<file path="src/rtl/gray_pkg.sv">
// Shared Gray/binary helpers for the Gray counter and its converters.
// Functions operate on a 32-bit container; narrower codes are zero-extended by the caller.
package gray_pkg;

  localparam int unsigned FN_W      = 32;
  localparam int unsigned DEF_WIDTH = 4;
  localparam logic [DEF_WIDTH-1:0] CNT_MAX = {DEF_WIDTH{1'b1}};

  function automatic logic [FN_W-1:0] bin2gray(input logic [FN_W-1:0] b);
    return b ^ (b >> 1);
  endfunction

  // Prefix XOR from the MSB down; zero upper bits leave the result width-independent.
  function automatic logic [FN_W-1:0] gray2bin(input logic [FN_W-1:0] g);
    logic [FN_W-1:0] b;
    b = g;
    for (int i = 1; i < FN_W; i++) begin
      b = b ^ (g >> i);
    end
    return b;
  endfunction

  function automatic int unsigned hamming(input logic [FN_W-1:0] a, input logic [FN_W-1:0] b);
    logic [FN_W-1:0] d;
    int unsigned     n;
    d = a ^ b;
    n = 0;
    for (int i = 0; i < FN_W; i++) begin
      n = n + 32'(d[i]);
    end
    return n;
  endfunction

endpackage

</file>
<file path="src/rtl/gray_bin.sv">
// Existing 4-bit Gray to binary converter, purely combinational.
module gray_bin (
  input  logic [3:0] gray,
  output logic [3:0] bin_c
);

  always_comb begin
    bin_c[3] = gray[3];
    bin_c[2] = gray[3] ^ gray[2];
    bin_c[1] = gray[3] ^ gray[2] ^ gray[1];
    bin_c[0] = gray[3] ^ gray[2] ^ gray[1] ^ gray[0];
  end

endmodule

</file>
<file path="src/rtl/gray_counter.sv">
// Up/down Gray counter with parallel load, wrap/saturate ends and terminal-count pulse.
// Optional Hamming-distance checker on gray_out enabled by GRAY_CNT_CHK_EN.
module gray_counter
  import gray_pkg::*;
#(
  parameter int unsigned      WIDTH    = 4,
  parameter bit               WRAP     = 1'b1,
  parameter logic [WIDTH-1:0] RST_GRAY = '0
) (
  input  logic             clk,
  input  logic             rst_n,
  input  logic             en,
  input  logic             up_dn,
  input  logic             load,
  input  logic [WIDTH-1:0] load_gray,
  output logic [WIDTH-1:0] gray_out,
  output logic [WIDTH-1:0] bin_out,
  output logic             tc
`ifdef GRAY_CNT_CHK_EN
  ,
  output logic             err
`endif
);

  localparam logic [WIDTH-1:0] MAX_VAL = {WIDTH{1'b1}};
  localparam logic [WIDTH-1:0] RST_BIN = WIDTH'(gray2bin(32'(RST_GRAY)));

  logic [WIDTH-1:0] bin_q;
  logic [WIDTH-1:0] gray_q;
  logic [WIDTH-1:0] bin_d;
  logic [WIDTH-1:0] load_bin;
  logic             step;
  logic             tc_d;
  logic             tc_q;

  // The 4-bit case reuses the existing converter; other widths use the package function.
  generate
    if (WIDTH == 4) begin : g_conv4
      gray_bin u_gray_bin (
        .gray  (load_gray),
        .bin_c (load_bin)
      );
    end else begin : g_convn
      assign load_bin = WIDTH'(gray2bin(32'(load_gray)));
    end
  endgenerate

  // Next count; step marks a real move, so a saturated hold never re-pulses tc.
  always_comb begin
    bin_d = bin_q;
    step  = 1'b0;
    if (load) begin
      bin_d = load_bin;
    end else if (en) begin
      if (up_dn) begin
        if (bin_q != MAX_VAL) begin
          bin_d = bin_q + WIDTH'(1);
          step  = 1'b1;
        end else if (WRAP) begin
          bin_d = '0;
          step  = 1'b1;
        end
      end else begin
        if (bin_q != '0) begin
          bin_d = bin_q - WIDTH'(1);
          step  = 1'b1;
        end else if (WRAP) begin
          bin_d = MAX_VAL;
          step  = 1'b1;
        end
      end
    end
    tc_d = step && ((up_dn && (bin_d == MAX_VAL)) || (!up_dn && (bin_d == '0)));
  end

  always_ff @(posedge clk) begin
    if (!rst_n) begin
      bin_q  <= RST_BIN;
      gray_q <= RST_GRAY;
    end else begin
      bin_q  <= bin_d;
      gray_q <= WIDTH'(bin2gray(32'(bin_d)));
    end
  end

`ifdef GRAY_CNT_CHK_EN
  logic [WIDTH-1:0] shadow_q;
  logic             chk_q;
  logic             err_q;
`endif

  // chk_q flags that the latest gray_q update came from a count/hold, not a load or reset.
  always_ff @(posedge clk) begin
    if (!rst_n) begin
      tc_q     <= 1'b0;
`ifdef GRAY_CNT_CHK_EN
      shadow_q <= RST_GRAY;
      chk_q    <= 1'b0;
      err_q    <= 1'b0;
`endif
    end else begin
      tc_q     <= tc_d;
`ifdef GRAY_CNT_CHK_EN
      shadow_q <= gray_q;
      chk_q    <= !load;
      if (chk_q && (hamming(32'(shadow_q), 32'(gray_q)) > 32'd1)) begin
        err_q <= 1'b1;
      end
`endif
    end
  end

  assign gray_out = gray_q;
  assign bin_out  = bin_q;
  assign tc       = tc_q;
`ifdef GRAY_CNT_CHK_EN
  assign err      = err_q;
`endif

endmodule

</file>
<file path="config.mk">
export PLATFORM = sky130hd
export DESIGN_NAME = gray_counter
export DESIGN_NICKNAME = d
export VERILOG_FILES = /design/src/rtl/gray_pkg.sv /design/src/rtl/gray_bin.sv /design/src/rtl/gray_counter.sv
export SDC_FILE = /design/constraint.sdc
export NUM_CORES = 1
export LEC_CHECK = 0
export BUFFER_PORTS_ARGS = -buffer_cell sky130_fd_sc_hd__buf_2
export CAP_MARGIN = 15
export CORE_UTILIZATION = 40
export DETAILED_ROUTE_END_ITERATION = 8
export PLACE_DENSITY = 0.68
export SYNTH_ARGS = -nofsm -noshare
export SYNTH_HDL_FRONTEND = slang
export SYNTH_SLANG_ARGS = --single-unit
</file>
<file path="constraint.sdc">
create_clock -name clk -period 2.1 [get_ports clk]
set_input_delay 0.21 -clock clk [delete_from_list [all_inputs] [get_ports clk]]
set_output_delay 0.21 -clock clk [all_outputs]
set_load 0.01 [all_outputs]
</file>
==> results.md <==
Run status:
- The run finished with clean final reports.

Route:
- The count of nets left with antenna violations once routing finished came out at 0.
- For this run, the detailed router's first-pass iteration total came to 5.
- The DRC violation count after routing is 0.
- For this block, the initial DRC count from the detailed router was 12.
- Dividing the detail-routed wire length by the instance count gives about 13 um.
- For this block, the routed nets add up to 1.32 mm of wire.
- The overall via count from detail_route is approximately 580.
- The number of vias per cell is ~5.7.

Synth:
- The Yosys warning count is 0.
- Among all flip-flop cells after synthesis, the most frequent one is sky130_fd_sc_hd__dfxtp_1.
- Synthesis produced 67 cells.
- Averaged over all synthesized cells, the footprint is 8.85 um^2.
- Summing every instance area after synthesis gives ~600 um^2.
- The area share of fa/ha/maj cells after synthesis is 10.5%.
- By area, the combinational part of the netlist is dominated by compound AO/OA/AOI/OAI gates.
- After Yosys synthesis, and, or, nand and nor cells account for around a fifth of the synthesized area.
- After synthesis, flip-flops and latches occupy a little over a quarter of the total area.
- Summing the areas of all compound-gate instances in the mapped netlist gives roughly 25% of the synthesized area.
- Of the total synthesized cell area, the portion taken by XOR and XNOR cells is under 10%.
- The leading area contributor after synthesis is sky130_fd_sc_hd__dfxtp_1.
- Synthesis instantiated 31 different standard cells from the library.
- After synthesis, the largest area contributor takes up a little over a quarter of total cell area.
- The async set or reset register ratio after synthesis is 0%.
- Counting flops and latches in the post-synthesis netlist gives 8.
- By area the synthesized netlist is led by sky130_fd_sc_hd__dfxtp_1 27%, sky130_fd_sc_hd__ha_1 11%, sky130_fd_sc_hd__and2_1 7.4%.
- Yosys mapped a number of flops with a built-in enable equal to 0.
- Synthesis produced a netlist with a net count of 81.
- Multiplexer cells account for between 1.5 and 2% of the synthesized area.

Floorplan:
- The die covers 1640 um^2.
- The floorplan step set the die height to 40.5 um.
- The floorplan core area is between 1000 and 1500 um^2.
- The die is around 40 um wide.
- For this configuration, the core starts out at a cell density of 44.5%.
- The floorplan has 13 rows.
- The number of placed I/O pins is 18.

Global route:
- The initial antenna violation count is 0.
- For this run the aggregate overflow at the end of global routing stands at 0.
- The total routing resource utilization after global routing is between 10% and 20%.
- The number of global-route vias before repair is roughly 460.
- The first global-routing pass estimated slightly below 2 mm of wire.
- The maximum number of pins on one net before global-route repair is 11.

Power:
- IR analysis of the VDD net gives a maximum drop of 0.000364 V.
- Summed over all cells, the static leakage comes to roughly 0.35 nW.
- The share of total power dissipated in the clock network is 23.3%.
- The total power per unit cell area is about 650 nW/um^2.
- The share of total power dissipated in sequential elements is between 30% and 40%.
- The post-route total power is approximately 0.49 mW.
- Summed over all nets, the switching power comes to ~0.16 mW.
- The net switching share of the total power is roughly a third.
- The internal power summed over all cells is 0.329 mW.
- The combinational fraction of design power is between 30 and 40%.

Worst hold path:
- The source of the worst hold timing path is rst_n.
- The worst hold path stage count is 2.
- The min-delay analysis places its worst path in the category input pin to flip-flop.
- The path with the worst hold slack has its endpoint at bin_out[3].

STA:
- The final number of hold-violating endpoints came to 0.
- The worst pin sits at a relative slew slack of between 70% and 80%.
- The final critical-path share of the clock period is a little over nine tenths.
- Based on the critical path, the design can be clocked at up to 494 MHz.
- Across the routed clock network, the largest skew measured is between 0.002 and 0.003 ns.
- Setup violations remaining at the end of the flow were counted as 0.
- At the pin with the least slew margin, the transition time is 0.324 ns.
- The minimum period implied by the final worst setup slack is about 2 ns.
- Setup total negative slack on the finished layout was measured at 0 ns.
- The final number of max-transition violations is 0.

Finish:
- The multi-input logic area is between 400 and 500 um^2.
- The signed area change from the synthesized netlist to the final layout is 27.8%.
- After the last flow step, the layout net total stands at 103.
- The fraction of final layout cells with drive strength greater than 1 is between 40 and 50%.
- The count of fill cells added during filler insertion is 127.
- The area occupied by registers is 165 um^2.
- The number of diodes is 0.

Worst setup path:
- The largest individual stage delay along the critical path comes from the cell sky130_fd_sc_hd__or4b_1.
- The worst setup path category is flip-flop to flip-flop.
- The signal on the critical path passes through buf_4 > or4b_1 > o311a_1 > o221ai_2 > a2bb2oi_2 > ha_2 > nand2_1 > a21oi_2 > nand3_1 > o31ai_2.
- The cell count of the worst reg-to-reg path is 10.
- The setup check on the worst reg-to-reg path leaves a slack of a little under 0.08 ns.
- In this run the critical register-to-register path is launched from bin_out[0].
- Data on the critical path is required at its endpoint by between 2 and 2.5 ns.
- STA classifies the critical path endpoint as a flip-flop.
- STA classifies the critical path startpoint as a flip-flop.
- The endpoint of the lowest-slack register-to-register path is tc.
- The total buffers and inverters traversed by the critical path is 1.
- For the worst setup path, the data arrival time is about 2.2 ns.
- Along the worst path, the maximum fanout reaches 4.
- The longest individual stage delay on the worst path is 0.49 ns.
- Grouping stages by cell kind, the critical path spends the most delay in simple AND/OR/NAND/NOR gates.

Clock network:
- In this run the clock root is driven by a sky130_fd_sc_hd__clkbuf_4.
- The maximum clock path buffer count is 2.
- Buffers inserted during clock tree synthesis total 3.
- The clock latency at the later pin of the worst-skew pair is 0.25 ns.
- The depth of the CTS H-tree is 1.
- The post-CTS setup buffer count is 0.
- The CTS tree is built.
- The number of sinks on the clock net is 8.
- The clock-pin transition on the worst setup and hold timing paths is about 0.05 ns.

Place:
- The count of input and output buffers is 17.
- The final weighted congestion in routability-driven placement is 0.802.
- Detailed placement ended at an HPWL of around 980 um.

Run:
- The number of maximum-capacitance constraint violations is 0.
[per-layer routing]
| metal | share of wire, % | wire, um | global-route usage [%] | vias up |
|---|---|---|---|---|
| li1 | - | - | - | 279 |
| met1 | 43 | 575 | 24.1 | 285 |
| met2 | 51 | 674 | 29.0 | 15 |
| met3 | 3.4 | 45 | 5.00 | 4 |
| met4 | 2.0 | 27 | 10.0 | 0 |
| met5 | 0 | 0 | 0 | - |
[timing repair]
item                       in CTS  in global routing
pin swaps                       0                  7
resized for setup               1                 12
setup endpoints to repair       1                  1
hold buffers                    0                  0
[power groups by stage]
stage	clock [mW]	sequential (mW)	combinational, mW
finish	0.114	0.187	0.189
global placement	0	0.189	0.175
detailed placement	0	0.188	0.177
floorplan	0	0.196	0.108
global route	0.122	0.190	0.209
CTS	0.118	0.185	0.180
[stage by stage]
stage / instance area, um^2 / hold slack (ns) / utilization [%] / worst slack, ns / std cells
floorplan: 593 / 0.332 / - / 0.0331 / 67
global placement: 702 / 0.512 / 52.6 / -0.0113 / 99
detailed placement: 702 / 0.520 / 52.6 / -0.0149 / 99
CTS: 731 / 0.254 / 54.8 / 0.0435 / 102
global route: 758 / 0.267 / 56.8 / -0.0338 / 102
finish: 758 / 0.251 / 56.8 / 0.0773 / 102
[cells by family after synthesis]
| group | Yosys count |
|---|---|
| simple gates | 21 |
| compound gates | 17 |
| buf+inv | 10 |
| flops | 8 |
| xor+xnor | 5 |
| fa+ha+maj | 5 |
| mux | 1 |
[worst register-to-register path, stage by stage, from the launching register on]
cell and delay (ns):
sky130_fd_sc_hd__dfxtp_4 0.36, sky130_fd_sc_hd__buf_4 0.14, sky130_fd_sc_hd__or4b_1 0.49, sky130_fd_sc_hd__o311a_1 0.15, sky130_fd_sc_hd__o221ai_2 0.23, sky130_fd_sc_hd__a2bb2oi_2 0.09, sky130_fd_sc_hd__ha_2 0.17, sky130_fd_sc_hd__nand2_1 0.07
sky130_fd_sc_hd__a21oi_2 0.06, sky130_fd_sc_hd__nand3_1 0.10, sky130_fd_sc_hd__o31ai_2 0.06
[synth_stat cells (2+ instances only)]
library cell,number
sky130_fd_sc_hd__dfxtp_1,8
sky130_fd_sc_hd__and2_1,7
sky130_fd_sc_hd__inv_1,7
sky130_fd_sc_hd__ha_1,5
sky130_fd_sc_hd__a21oi_1,4
sky130_fd_sc_hd__nand2_1,3
sky130_fd_sc_hd__nand3_1,3
sky130_fd_sc_hd__xor2_1,3
sky130_fd_sc_hd__buf_2,2
sky130_fd_sc_hd__nor3b_1,2
sky130_fd_sc_hd__o21ai_0,2
sky130_fd_sc_hd__xnor2_1,2
[sequential cells by signal, summed over array words and instances, names as in the netlist]
signal,count
bin_out,4
gray_out,3
tc,1
[how the worst max path moves through the flow]
stage	start	endpoint	depth (start not counted)
finish	bin_out[0]	tc	10
global route	bin_out[0]	tc	11
floorplan	bin_out[0]	tc	9
CTS	bin_out[0]	tc	11
detailed placement	bin_out[0]	tc	11
global placement	bin_out[0]	tc	11
[cell type report]
cell class / count / area share [%]
well taps: 15 / 2.48
repair buffers: 20 / 14.2
inverters: 7 / 3.47
flip-flops and latches: 8 / 21.8
clock buffers: 3 / 2.97
multi-input cells: 49 / 55.1
[placed cells by master, fill, tap and decap left out, drive strengths merged, types with 3 or more instances in the layout]
cell | netlist | layout
a21oi | 4 | 4
and2 | 7 | 7
buf | 3 | 20
clkbuf | 0 | 3
dfxtp | 8 | 8
ha | 5 | 5
inv | 7 | 7
nand2 | 3 | 3
nand3 | 3 | 3
o21ai | 3 | 3
xor2 | 3 | 3
No activity file was read; power rests on OpenSTA's default activity.
